[src/rtl/weight_enum_pkg.sv]
// weight_enum_pkg
// Shared definitions for the weight_enum block: FSM state encoding,
// weight-port width helper and the first/last word helpers.
// Helpers return 16-bit words (the largest legal N); callers cast the
// result down to their own width.
package weight_enum_pkg;

  // FSM state encoding
  localparam logic [0:0] IDLE = 1'b0;
  localparam logic [0:0] EMIT = 1'b1;

  // Width of a field able to hold any weight 0..n
  function automatic int calc_cw(input int n);
    return $clog2(n + 1);
  endfunction

  // Smallest word with k ones: k ones packed at the bottom
  function automatic logic [15:0] first_word(input int k);
    return 16'((32'd1 << k) - 32'd1);
  endfunction

  // Largest n-bit word with k ones: k ones packed at the top
  function automatic logic [15:0] last_word(input int k, input int n);
    return 16'(((32'd1 << k) - 32'd1) << (n - k));
  endfunction

endpackage

[src/rtl/weight_enum_next_same_weight.sv]
// next_same_weight
// Combinational Gosper step: returns the next larger N-bit word with the
// same number of ones as v.
// Ports:
//   v   : current word (must be nonzero for a meaningful result)
//   nxt : next word of the same weight
module next_same_weight
  import weight_enum_pkg::*;
#(
  parameter int N = 4
) (
  input  logic [N-1:0] v,
  output logic [N-1:0] nxt
);

  localparam logic [N:0] ONE = {{N{1'b0}}, 1'b1};

  logic [N:0] vx;
  logic [N:0] c;
  logic [N:0] r;
  logic [N:0] tail;
  logic [4:0] tz;

  // One extra bit keeps the carry out of the top run of ones, otherwise
  // the xor below would lose the length of the run that moved.
  assign vx = {1'b0, v};

  // Scanning downward means the lowest set bit is the last one written,
  // so tz ends up as the trailing-zero count.
  always_comb begin
    tz = '0;
    for (int i = N - 1; i >= 0; i--) begin
      if (v[i]) tz = 5'(i);
    end
  end

  // Dividing by the lowest set bit is a right shift by its position.
  assign c    = vx & (~vx + ONE);
  assign r    = vx + c;
  assign tail = ((vx ^ r) >> 2) >> tz;
  assign nxt  = N'(r | tail);

endmodule

[src/rtl/weight_enum.sv]
// weight_enum
// Enumerates every N-bit word containing exactly k ones, in ascending
// order, one word per cycle over a valid/ready stream.
// Ports:
//   clk, rst    : clock and synchronous active-high reset
//   start, k    : request enumeration of weight k (accepted only in IDLE)
//   out_ready   : downstream ready
//   out_valid   : out_word holds a valid combination
//   out_word    : current combination
//   out_last    : out_word is the final combination of this run
//   busy        : enumeration in progress
//   err         : one-cycle pulse after a start with k > N
//   chk_err     : sticky self-check failure (only with WEIGHT_ENUM_SELF_CHECK_EN)
// Optional macro: WEIGHT_ENUM_SELF_CHECK_EN adds popcount/ordering checking
// of every handshaken word.
module weight_enum
  import weight_enum_pkg::*;
#(
  parameter  int N  = 4,
  localparam int CW = calc_cw(N)
) (
  input  logic          clk,
  input  logic          rst,
  input  logic          start,
  input  logic [CW-1:0] k,
  input  logic          out_ready,
  output logic          out_valid,
  output logic [N-1:0]  out_word,
  output logic          out_last,
  output logic          busy,
`ifdef WEIGHT_ENUM_SELF_CHECK_EN
  output logic          chk_err,
`endif
  output logic          err
);

  localparam logic [CW-1:0] MAXK = CW'(N);

  logic [0:0]    state;
  logic [N-1:0]  word;
  logic [CW-1:0] k_lat;
  logic          err_q;
  logic [N-1:0]  first_w;
  logic [N-1:0]  last_w;
  logic [N-1:0]  nxt;
  logic          is_last;
  logic          hs;

  assign first_w = N'(first_word(int'(k)));
  assign last_w  = N'(last_word(int'(k_lat), N));
  assign is_last = (state == EMIT) && (word == last_w);
  assign hs      = (state == EMIT) && out_ready;

  next_same_weight #(.N(N)) u_next (
    .v   (word),
    .nxt (nxt)
  );

  // Main FSM. The word register is cleared on leaving EMIT so out_word
  // reads zero whenever nothing is being presented.
  always_ff @(posedge clk) begin
    if (rst) begin
      state <= IDLE;
      word  <= '0;
      k_lat <= '0;
      err_q <= 1'b0;
    end else begin
      err_q <= 1'b0;
      case (state)
        IDLE: begin
          if (start) begin
            if (k > MAXK) begin
              err_q <= 1'b1;
            end else begin
              word  <= first_w;
              k_lat <= k;
              state <= EMIT;
            end
          end
        end
        EMIT: begin
          if (hs) begin
            if (is_last) begin
              word  <= '0;
              state <= IDLE;
            end else begin
              word <= nxt;
            end
          end
        end
        default: state <= IDLE;
      endcase
    end
  end

  assign out_valid = (state == EMIT);
  assign busy      = (state == EMIT);
  assign out_word  = word;
  assign out_last  = is_last;
  assign err       = err_q;

`ifdef WEIGHT_ENUM_SELF_CHECK_EN
  logic [CW-1:0] pop;
  logic [N-1:0]  prev_word;
  logic          have_prev;

  always_comb begin
    pop = '0;
    for (int i = 0; i < N; i++) begin
      pop = pop + CW'(word[i]);
    end
  end

  // Every handshaken word must carry k ones and be strictly above the
  // previous word of the same run; any violation latches until reset.
  always_ff @(posedge clk) begin
    if (rst) begin
      chk_err   <= 1'b0;
      prev_word <= '0;
      have_prev <= 1'b0;
    end else begin
      if ((state == IDLE) && start) have_prev <= 1'b0;
      if (hs) begin
        if ((pop != k_lat) || (have_prev && (word <= prev_word))) chk_err <= 1'b1;
        prev_word <= word;
        have_prev <= 1'b1;
      end
    end
  end
`endif

endmodule

[config.mk]
export PLATFORM = sky130hd
export DESIGN_NAME = weight_enum
export DESIGN_NICKNAME = d
export VERILOG_FILES = /design/src/rtl/weight_enum_pkg.sv /design/src/rtl/weight_enum_next_same_weight.sv /design/src/rtl/weight_enum.sv
export SDC_FILE = /design/constraint.sdc
export NUM_CORES = 1
export LEC_CHECK = 0
export ABC_AREA = 1
export CAP_MARGIN = 20
export CORE_MARGIN = 1.5
export CORE_UTILIZATION = 40
export DETAILED_ROUTE_END_ITERATION = 16
export PLACE_DENSITY = 0.68
export SLEW_MARGIN = 5
export SYNTH_ARGS = -nofsm -noshare
export SYNTH_HDL_FRONTEND = slang
export SYNTH_SLANG_ARGS = --single-unit
[constraint.sdc]
create_clock -name clk -period 2.5 [get_ports clk]
set_input_delay 0.5 -clock clk [delete_from_list [all_inputs] [get_ports clk]]
set_output_delay 0.5 -clock clk [all_outputs]
set_load 0.02 [all_outputs]
==> impl_metrics.sql <==
INSERT INTO impl_metrics (metric_group, metric, value, unit) VALUES
('min_path', 'type_of_the_tightest_min_delay_check', 'register to register', ''),
('layout', 'drive_gt1_share', '36.4', '%'),
('place', 'hpwlAfterDp', '1680', 'um'),
('layout', 'area.growth.synth_to_final', '46.5', '%'),
('place', 'post-place-cells', '193', ''),
('worst_setup_path', 'worst-endpoint-required', '2000', 'ps'),
('synth', 'ys_ff_latch', '9', ''),
('clock_tree', 'cts_tree', 'done', ''),
('synth', 'synth_nets', '153', ''),
('sta', 'timing.max_slew.rel_slack', '79.7', '%'),
('clock_tree', 'cts-htree-levels', '1', ''),
('synth', 'post_synth_edffs', '0', ''),
('sta', 'timing_max_transition_violations_final', '0', ''),
('worst_setup_path', 'critical_path.startpoint_type', 'register', ''),
('clock_tree', 'cts_sinks', '9', ''),
('worst_setup_path', 'rr_endpoint', 'out_word[1]$_SDFFE_PP0P_', ''),
('power_and_ir_drop', 'p_per_area', '494', 'nW/um^2'),
('clock_tree', 'root_cell_of_the_clock_tree', 'clkbuf_4', ''),
('power_and_ir_drop', 'totalPowerFinal', '644', 'uW'),
('route', 'routed_wire_length', '2270', 'um'),
('worst_setup_path', 'worst-path-max-fanout', '2', ''),
('worst_setup_path', 'timing.reg2reg.worst_path_depth', '18', ''),
('clock_tree', 'clkSlewWorstSetupHoldPaths', '60', 'ps'),
('min_path', 'min_delay_startpoint', 'k_lat[2]$_SDFFE_PP0P_', ''),
('synth', 'yosys.area.top_type', 'dfxtp_1', ''),
('run_status', 'failed_checks', 'setup timing', ''),
('run_status', 'outcome', 'finished, violations left', ''),
('worst_setup_path', 'critical_path_class', 'register to output pin', ''),
('synth', 'count_of_mapped_cells_out_of_synthesis', '139', ''),
('floorplan', 'design.core.area', '2020', 'sq um'),
('min_path', 'worst_hold_path.num_cells', '3', ''),
('floorplan', 'die-width', '50.2', 'um'),
('sta', 'rsz_0062_raised_after_global_routing', 'yes', ''),
('worst_setup_path', 'worst_reg2reg_path_startpoint', 'k_lat[1]$_SDFFE_PP0P_', ''),
('synth', 'netlist_top_cells_area', 'dfxtp_1 (20%), nand2_1 (13%), ha_1 (9.8%), inv_1 (8.0%), a21oi_2 (6.9%)', ''),
('job', 'max_cap_viol_count', '0', ''),
('sta', 'max_slew.worst_pin.slew', '304', 'ps'),
('global_route', 'global_route.overflow_total', '0', ''),
('route', 'detailed_router_s_first_iteration_violation_count', '27', ''),
('worst_setup_path', 'ff2ff_setup_slack', '310', 'ps'),
('synth', 'synth.cells.most_frequent', 'nand2_1 (30), inv_1 (19), nor2_1 (13)', ''),
('floorplan', 'boundaryPins', '15', ''),
('clock_tree', 'cts-buffers-inserted', '3', ''),
('layout', 'final.fill_count', '193', ''),
('synth', 'yosysUniqueCellTypes', '23', ''),
('clock_tree', 'cts_hold_buf', '0', ''),
('global_route', 'first_global_vias', '903', ''),
('sta', 'final.setup_skew', '6.11', 'ps'),
('synth', 'async_reset_ff_share', '0', '%'),
('layout', 'finish.net_count', '188', ''),
('sta', 'layout_setup_ws', '-96.4', 'ps'),
('global_route', 'grt_antenna_before_repair', '0', ''),
('floorplan', 'fp.dieArea', '2520', 'sq um'),
('layout', 'num_antenna_cells', '0', ''),
('sta', 'setup_viol', '1', ''),
('synth', 'yosysSeqAreaShare', '20.2', '%'),
('route', 'avgRoutedWirePerCell', '11.3', 'um'),
('synth', 'dominantRegCellSynth', 'dfxtp_1', ''),
('layout', 'fin_util', '64.5', '%'),
('synth', 'synth_top_cell_area_share', '20.2', '%'),
('synth', 'postSynthAreaPerCell', '6.41', 'sq um'),
('clock_tree', 'max-clock-path-buffers', '2', ''),
('layout', 'instances_no_fill', '200', ''),
('global_route', 'grt_first_pass_wirelength', '3640', 'um'),
('power_and_ir_drop', 'power.leakage', '0.000564', 'uW'),
('place', 'place.port_buffers', '14', ''),
('floorplan', 'placement_rows', '16', ''),
('place', 'gp_routability_congestion', '0.812', ''),
('floorplan', 'floorplan.die.height', '50.2', 'um'),
('sta', 'final_hold_viol_count', '0', ''),
('route', 'postRouteAntennaNets', '0', '');
==> worst max-delay path by stage <==
| stage | slack, ps | cells past startpoint | endpoint | start |
|---|---|---|---|---|
| floorplan | 20 | 15 | out_last | k_lat[0]$_SDFFE_PP0P_ |
| global placement | -330 | 15 | out_last | k_lat[0]$_SDFFE_PP0P_ |
| detailed placement | -390 | 15 | out_last | k_lat[0]$_SDFFE_PP0P_ |
| CTS | -130 | 16 | out_last | k_lat[1]$_SDFFE_PP0P_ |
| global route | -210 | 14 | out_last | k_lat[0]$_SDFFE_PP0P_ |
| finish | -100 | 16 | out_last | k_lat[1]$_SDFFE_PP0P_ |
==> kinds of logic after synthesis <==
group / synth area share [%]
compound gates: 23.6
fa+ha+maj: 9.83
buf+inv: 11.8
flops: 20.2
simple gates: 34.6
==> final cells by class <==
| type | instances | area (sq um) | area share (%) |
|---|---|---|---|
| clock inverters | 1 | 5.00 | 0.384 |
| multi-input cells | 105 | 688 | 52.7 |
| flip-flops and latches | 9 | 183 | 14.0 |
| repair buffers | 33 | 284 | 21.8 |
| well taps | 27 | 33.8 | 2.59 |
| inverters | 22 | 88.8 | 6.81 |
| clock buffers | 3 | 22.5 | 1.73 |
==> worst max-delay path: stages (launching register included) <==
cell      delay [ps]
dfxtp_2          320
inv_2             70
ha_4             140
ha_4             140
inv_4             40
ha_4             270
o21ai_2           50
nand2_2           80
clkinv_2          60
nand2_1           60
nand2_1           50
nand2_1           80
nand3_2           90
nor2_4           130
nand3_4           90
inv_4             60
buf_6            100
==> registers in the layout (all words and copies together), names as in the netlist <==
register and cells:
out_word 4, busy 1, k_lat 3, err 1
==> per-stage QoR <==
step / instance area [sq um] / TNS (ps) / setup WS [ps]
4_1_cts: 1280 / -132 / -132
5_1_grt: 1310 / -206 / -206
3_3_place_gp: 1170 / -333 / -333
2_1_floorplan: 895 / 0 / 20.1
6_report: 1310 / -96.4 / -96.4
3_5_place_dp: 1170 / -389 / -389
==> where the power goes <==
| part | leakage (uW) | switching [uW] | total (uW) | internal, uW |
|---|---|---|---|---|
| logic | 0.000471 | 196 | 356 | 160 |
| registers | 0.0000751 | 20.1 | 178 | 158 |
| clock network | 0.0000177 | 51.3 | 110 | 59.0 |
==> cells in the final DEF (no fill, tap or decap), types with 3 or more instances in the layout <==
cell type        synthesis  final
ha_4                     0      4
ha_1                     7      3
inv_2                    2      4
a21oi_1                 11     10
dfxtp_1                  9      7
inv_1                   19     15
nand2_1                 30     26
o21ai_0                 11     11
clkbuf_4                 0      3
nand2_2                  1      5
a21oi_2                  7      8
clkdlybuf4s50_1          0     13
nand3_2                  5      7
nor2_1                  13     11
nand3_1                 11      9
buf_4                    1     19
==> layer usage <==
| layer | GRT usage [%] | wire [um] | vias to the layer above |
|---|---|---|---|
| met5 | 0 | 0 | - |
| met4 | 4.17 | 16 | 0 |
| met3 | 2.68 | 102 | 4 |
| met2 | 32.0 | 1110 | 31 |
| met1 | 23.0 | 1040 | 464 |
| li1 | - | - | 524 |
==> repair_timing <==
action                                  CTS  global route
pin swaps                                 9             5
resized for setup                        22             6
endpoints found under the setup margin    1             1
setup buffers                             2             1
(Power assumes the default switching activity.)
